[config.mk]
export PLATFORM = sky130hd
export DESIGN_NAME = branch_resolve_unit
export DESIGN_NICKNAME = d
export VERILOG_FILES = /design/src/rtl/bru_pkg.sv /design/src/rtl/bru_dir_resolve.sv /design/src/rtl/branch_resolve_unit.sv
export SDC_FILE = /design/constraint.sdc
export NUM_CORES = 1
export LEC_CHECK = 0
export ABC_AREA = 1
export BUFFER_PORTS_ARGS = -buffer_cell sky130_fd_sc_hd__buf_2
export CORE_MARGIN = 4
export CORE_UTILIZATION = 35
export DETAILED_ROUTE_END_ITERATION = 8
export GPL_TIMING_DRIVEN = 0
export PLACE_DENSITY_LB_ADDON = 0.25
export SLEW_MARGIN = 25
export SYNTH_ARGS = -nofsm -noshare
export SYNTH_HDL_FRONTEND = slang
export SYNTH_SLANG_ARGS = --single-unit
[constraint.sdc]
create_clock -name clk -period 1.5 [get_ports clk]
set_input_delay 0.15 -clock clk [delete_from_list [all_inputs] [get_ports clk]]
set_output_delay 0.15 -clock clk [all_outputs]
set_load 0.005 [all_outputs]
[src/rtl/bru_pkg.sv]
// Shared constants for the branch resolve unit: opcodes, branch funct3 codes,
// FSM state encoding and store-type encodings.
package bru_pkg;

   localparam logic [4:0] OP_BRANCH = 5'b11000;
   localparam logic [4:0] OP_JAL    = 5'b11011;
   localparam logic [4:0] OP_JALR   = 5'b11001;

   localparam logic [2:0] F3_BEQ  = 3'b000;
   localparam logic [2:0] F3_BNE  = 3'b001;
   localparam logic [2:0] F3_BLT  = 3'b100;
   localparam logic [2:0] F3_BGE  = 3'b101;
   localparam logic [2:0] F3_BLTU = 3'b110;
   localparam logic [2:0] F3_BGEU = 3'b111;

   localparam logic [1:0] MEMRW_NONE = 2'b00;
   localparam logic [1:0] MEMRW_SB   = 2'b01;
   localparam logic [1:0] MEMRW_SH   = 2'b10;
   localparam logic [1:0] MEMRW_SW   = 2'b11;

   typedef enum logic [1:0] {
      ST_IDLE     = 2'd0,
      ST_REDIRECT = 2'd1,
      ST_SHADOW   = 2'd2
   } bru_state_e;

   // Saturating 32-bit increment used by the optional statistics counters.
   function automatic logic [31:0] sat_inc(input logic [31:0] v);
      return (v == 32'hFFFF_FFFF) ? v : v + 32'd1;
   endfunction

endpackage

[src/rtl/bru_dir_resolve.sv]
// Combinational branch/jump classification and resolved direction for the
// EX-stage instruction.
module bru_dir_resolve
   import bru_pkg::*;
(
   input  logic [31:0] inst,
   input  logic        br_eq,
   input  logic        br_lt,
   output logic        is_branch,
   output logic        is_jump,
   output logic        actual_taken
);

   logic [4:0] opcode;
   logic [2:0] funct3;
   logic       br_dir;
   logic       unused_inst_bits;

   assign opcode = inst[6:2];
   assign funct3 = inst[14:12];
   assign unused_inst_bits = ^{inst[31:15], inst[11:7], inst[1:0]};

   assign is_branch = (opcode == OP_BRANCH);
   assign is_jump   = (opcode == OP_JAL) || (opcode == OP_JALR);

   // funct3 010/011 are not branch encodings; they resolve as not-taken.
   always_comb begin
      br_dir = 1'b0;
      case (funct3)
         F3_BEQ:  br_dir = br_eq;
         F3_BNE:  br_dir = ~br_eq;
         F3_BLT:  br_dir = br_lt;
         F3_BGE:  br_dir = ~br_lt;
         F3_BLTU: br_dir = br_lt;
         F3_BGEU: br_dir = ~br_lt;
         default: br_dir = 1'b0;
      endcase
   end

   assign actual_taken = is_jump | (is_branch & br_dir);

endmodule

[src/rtl/branch_resolve_unit.sv]
// EX-stage branch resolution: detects mispredicts, pulses a redirect and
// squashes wrong-path control for FLUSH_DEPTH cycles. Optional BRU_STATS_EN.
module branch_resolve_unit
   import bru_pkg::*;
#(
   parameter int FLUSH_DEPTH  = 3,
   parameter int CNT_W        = 4,
   parameter int PREDICT_MODE = 0
) (
   input  logic        clk,
   input  logic        rst,
   input  logic        inst_valid,
   input  logic [31:0] inst,
   input  logic        br_eq,
   input  logic        br_lt,
   input  logic        pred_taken,
   input  logic        hold_in,
   input  logic [1:0]  memrw_in,
   input  logic        regwen_in,
   input  logic [2:0]  ldsel_in,
   input  logic [1:0]  wbsel_in,
   input  logic        csrsel_in,
   output logic [1:0]  memrw_ex,
   output logic        regwen_ex_reg,
   output logic [2:0]  ldsel_ex_reg,
   output logic [1:0]  wbsel_ex_reg,
   output logic        csrsel_ex_reg,
   output logic        pc_sel,
   output logic        redirect_taken,
   output logic        flush_active
`ifdef BRU_STATS_EN
   ,
   output logic [31:0] stat_branches,
   output logic [31:0] stat_jumps,
   output logic [31:0] stat_mispredicts
`endif
);

   localparam logic [CNT_W-1:0] CNT_INIT = CNT_W'(FLUSH_DEPTH - 1);

   bru_state_e       state;
   logic [CNT_W-1:0] cnt;
   logic             is_branch;
   logic             is_jump;
   logic             actual_taken;
   logic             pred;
   logic             qualify;
   logic             mispredict;

   bru_dir_resolve u_dir (
      .inst         (inst),
      .br_eq        (br_eq),
      .br_lt        (br_lt),
      .is_branch    (is_branch),
      .is_jump      (is_jump),
      .actual_taken (actual_taken)
   );

   assign pred       = (PREDICT_MODE != 0) ? pred_taken : 1'b0;
   assign qualify    = inst_valid & ~hold_in & (state == ST_IDLE);
   assign mispredict = qualify & (is_branch | is_jump) & (actual_taken != pred);

   // REDIRECT holds cnt; SHADOW counts it down and exits after the cnt==1 cycle.
   always_ff @(posedge clk or posedge rst) begin
      if (rst) begin
         state          <= ST_IDLE;
         cnt            <= '0;
         pc_sel         <= 1'b0;
         flush_active   <= 1'b0;
         redirect_taken <= 1'b0;
      end else begin
         case (state)
            ST_IDLE: begin
               if (mispredict) begin
                  state          <= ST_REDIRECT;
                  cnt            <= CNT_INIT;
                  pc_sel         <= 1'b1;
                  flush_active   <= 1'b1;
                  redirect_taken <= actual_taken;
               end
            end
            ST_REDIRECT: begin
               pc_sel <= 1'b0;
               if (cnt != '0) begin
                  state <= ST_SHADOW;
               end else begin
                  state        <= ST_IDLE;
                  flush_active <= 1'b0;
               end
            end
            ST_SHADOW: begin
               if (cnt == CNT_W'(1)) begin
                  state        <= ST_IDLE;
                  cnt          <= '0;
                  flush_active <= 1'b0;
               end else begin
                  cnt <= cnt - CNT_W'(1);
               end
            end
            default: begin
               state        <= ST_IDLE;
               cnt          <= '0;
               pc_sel       <= 1'b0;
               flush_active <= 1'b0;
            end
         endcase
      end
   end

   assign memrw_ex = (flush_active | hold_in) ? MEMRW_NONE : memrw_in;

   // A held bubble only loses its side effects; its select fields still pass.
   always_ff @(posedge clk or posedge rst) begin
      if (rst) begin
         regwen_ex_reg <= 1'b0;
         ldsel_ex_reg  <= '0;
         wbsel_ex_reg  <= '0;
         csrsel_ex_reg <= 1'b0;
      end else begin
         regwen_ex_reg <= (flush_active | hold_in) ? 1'b0 : regwen_in;
         ldsel_ex_reg  <= flush_active ? 3'd0 : ldsel_in;
         wbsel_ex_reg  <= flush_active ? 2'd0 : wbsel_in;
         csrsel_ex_reg <= flush_active ? 1'b0 : csrsel_in;
      end
   end

`ifdef BRU_STATS_EN
   always_ff @(posedge clk or posedge rst) begin
      if (rst) begin
         stat_branches    <= '0;
         stat_jumps       <= '0;
         stat_mispredicts <= '0;
      end else begin
         if (qualify & is_branch) stat_branches    <= sat_inc(stat_branches);
         if (qualify & is_jump)   stat_jumps       <= sat_inc(stat_jumps);
         if (mispredict)          stat_mispredicts <= sat_inc(stat_mispredicts);
      end
   end
`endif

endmodule

==> results.md <==
* Slew headroom at 59.8%
* Fin. Hold Viols at 0
* Gr ovfl total at 0
* Post-Syn Nets at 146
* Crit Path Max Fanout at 3
* Pwr Total at 0.00160 W
* Post-DP HPWL at 1240 um
* Top cells by count, synth: inv_1, nand2_1, dfrtp_1
* Peak supply drop at 944 uV
* Max Clock Skew at 0.00198 ns
* Final net count at 188
* Cell accounting for the most synthesized area: dfrtp_1
* Overall Global Routing Usage at 10.3%
* Initial antenna violation count at 0
* Vias at 690
* Via density at 4.21
* CTS buffer count at 3
* Die Width at 55.6 um
* Achievable Freq at 715 MHz
* Routed WL per cell at 9.53 um
* Post-layout min period at 1.40 ns
* GPL Wtd Cong at 0.751
* Antenna Violating Nets Remaining at 0
* CTS Sinks at 16
* Critical path class: flop to output pin
* Worst-margin pin slew at 0.603 ns
* CP bufs+invs at 1
* Power Density at 1510 mW/mm^2
* Min-Delay Path Class: input pin to flop
* Drt total wl at 1560 um
* Most common cell in the netlist: inv_1
* TritonRoute pass-1 iters at 3
* DRC violations left at 0
* Crit-path slowest cell: dfrtp_2
* Setup violations, final at 0
* Setup tns final at 0 ns
* Crit path DAT at 1.25 ns
* CTS Root Cell: clkbuf_4
* Post-Synthesis Cells at 96
* CP endpoint kind: output pin
* Seq cells post-synth at 16
* Mapped cell area at 792 um^2
* Die height at 55.6 um
* Clk slew on worst S/H paths at 0.09 ns
* Startpoint types: flop
* Asr flop ratio synth at 100%
* Cell variety after synth at 19
* Share of cells above drive strength 1 at 38.0%
* Largest net degree at the start of global routing at 17
* CP cell instances: or2_2, nor2_1, buf_2
* Starting Density at 38.4%
* Max FFs per register at 4
* Yosys warns at 0
* Final Cycle Share at 93.2%
* First-pass GRT wire length at 2630 um
* Area of placed instances at 996 um^2
* Core area at 0.00206 mm^2
* Avg Inst Size Synth at 8.25 um^2
* Max-slew violation count at 0
* RSZ-0062 raised after global routing: no
* Rows at 16
* I/O Buffers at 34
* TritonCTS clock tree: yes
* Post-synth EDFFs at 0
* Post-synthesis sequential area ratio at 50.6%
* CP max stage delay at 0.44 ns
* Post-synth top area share at 50.6%
* Delay-heaviest family, CP: flip-flops
* Synth area leaders: dfrtp_1, inv_1, nand2_1, nor2_1, nand3_1
* Final Cell Area at 0.00106 mm^2
* Status: finished clean
* Vias in the first global route at 665
* # diodes at 0
* CTS Buffer Depth at 2
* H-tree depth at 1
* Post-layout util at 51.3%
* Number of max-cap violations at 0
* Primary FF master, synth: dfrtp_1
* Worst skew pair latency at 0.28 ns
* Area growth, synth to finish at 33.6%
* Die Area at 0.00309 mm^2
* Initial DRC count at 7
* I/O Pins at 60
* Leak at 0.645 nW
* WP data required at 1.35 ns
## cells in the final DEF (no fill, tap or decap)
cell | synthesis | final
buf_4 | 0 | 2
clkinv_4 | 1 | 1
dfrtp_1 | 16 | 15
clkbuf_8 | 0 | 1
nand3_1 | 6 | 6
a211oi_2 | 1 | 1
dlygate4sd3_1 | 0 | 1
buf_2 | 0 | 34
or2_1 | 1 | 1
clkbuf_4 | 0 | 3
o31ai_1 | 1 | 1
a21oi_1 | 2 | 2
inv_2 | 1 | 1
o21ai_2 | 1 | 1
nor4_4 | 1 | 1
nand2_1 | 19 | 19
ha_1 | 2 | 2
inv_1 | 24 | 24
nand4_1 | 1 | 1
o21ai_0 | 1 | 1
nand2_2 | 4 | 4
dfrtp_2 | 0 | 1
or2_2 | 1 | 1
or2_4 | 1 | 1
nor2_1 | 12 | 12
## per-layer routing
metal	routed length (um)	global-route usage (%)	up-vias
met1	654	11.5	305
li1	-	-	365
met2	793	18.6	20
met3	115	4.41	0
met4	0	1.04	0
met5	0	0	-
## stage by stage
stage	hold slack [ns]	std cells	setup WS, ns
6_report	0.0568	164	0.102
5_1_grt	0.0390	164	0.0237
4_1_cts	0.0413	162	0.0143
3_5_place_dp	0.255	157	0.192
3_3_place_gp	0.239	157	0.187
2_1_floorplan	0.0637	96	0.279
## path summary, 6_finish.rpt
path,start,slack (ns),end,cells after the start
max,flush_active,0.10,memrw_ex[0],3
min,ldsel_in[1],0.06,ldsel_ex_reg[1],3
max reg2reg,cnt[1],0.18,flush_active,6
min reg2reg,redirect_taken,0.48,redirect_taken,1
max in group asynchronous,rst,0.61,flush_active,3
min in group asynchronous,rst,0.46,ldsel_ex_reg[0],3
## logic make-up after synthesis
family,synth area share [%]
AOI/OAI and AO/OA,5.53
DFF,50.6
adders and majority gates,3.16
and+or+nand+nor,27.8
buffers and inverters,13.0
## timing repair
item	in CTS	in global routing
resized for setup	1	0
setup buffers	0	2
cloned	0	0
endpoints found under the hold margin	16	0
setup endpoints to repair	2	2
hold buffers	1	0
## power breakdown
part / switching [W] / internal [W] / leakage (nW)
sequential: 0.0000973 / 0.000581 / 0.197
combinational: 0.000345 / 0.000292 / 0.428
clock: 0.000132 / 0.000148 / 0.0210
total: 0.000575 / 0.00102 / 0.645
## worst min-delay path: cells and delay by family
kind | cells | cell delay [ns]
buffers and inverters | 2 | 0.13
AND/OR/NAND/NOR | 1 | 0.03
## area by class of cell
type | count | area, um^2
clock buffers | 4 | 36.3
fillers | 203 | 1000
inverters | 26 | 103
multi-input cells | 54 | 289
flip-flops and latches | 16 | 402
well taps | 27 | 33.8
repair buffers | 37 | 195
Note: power is estimated with default switching activity, not from simulation.
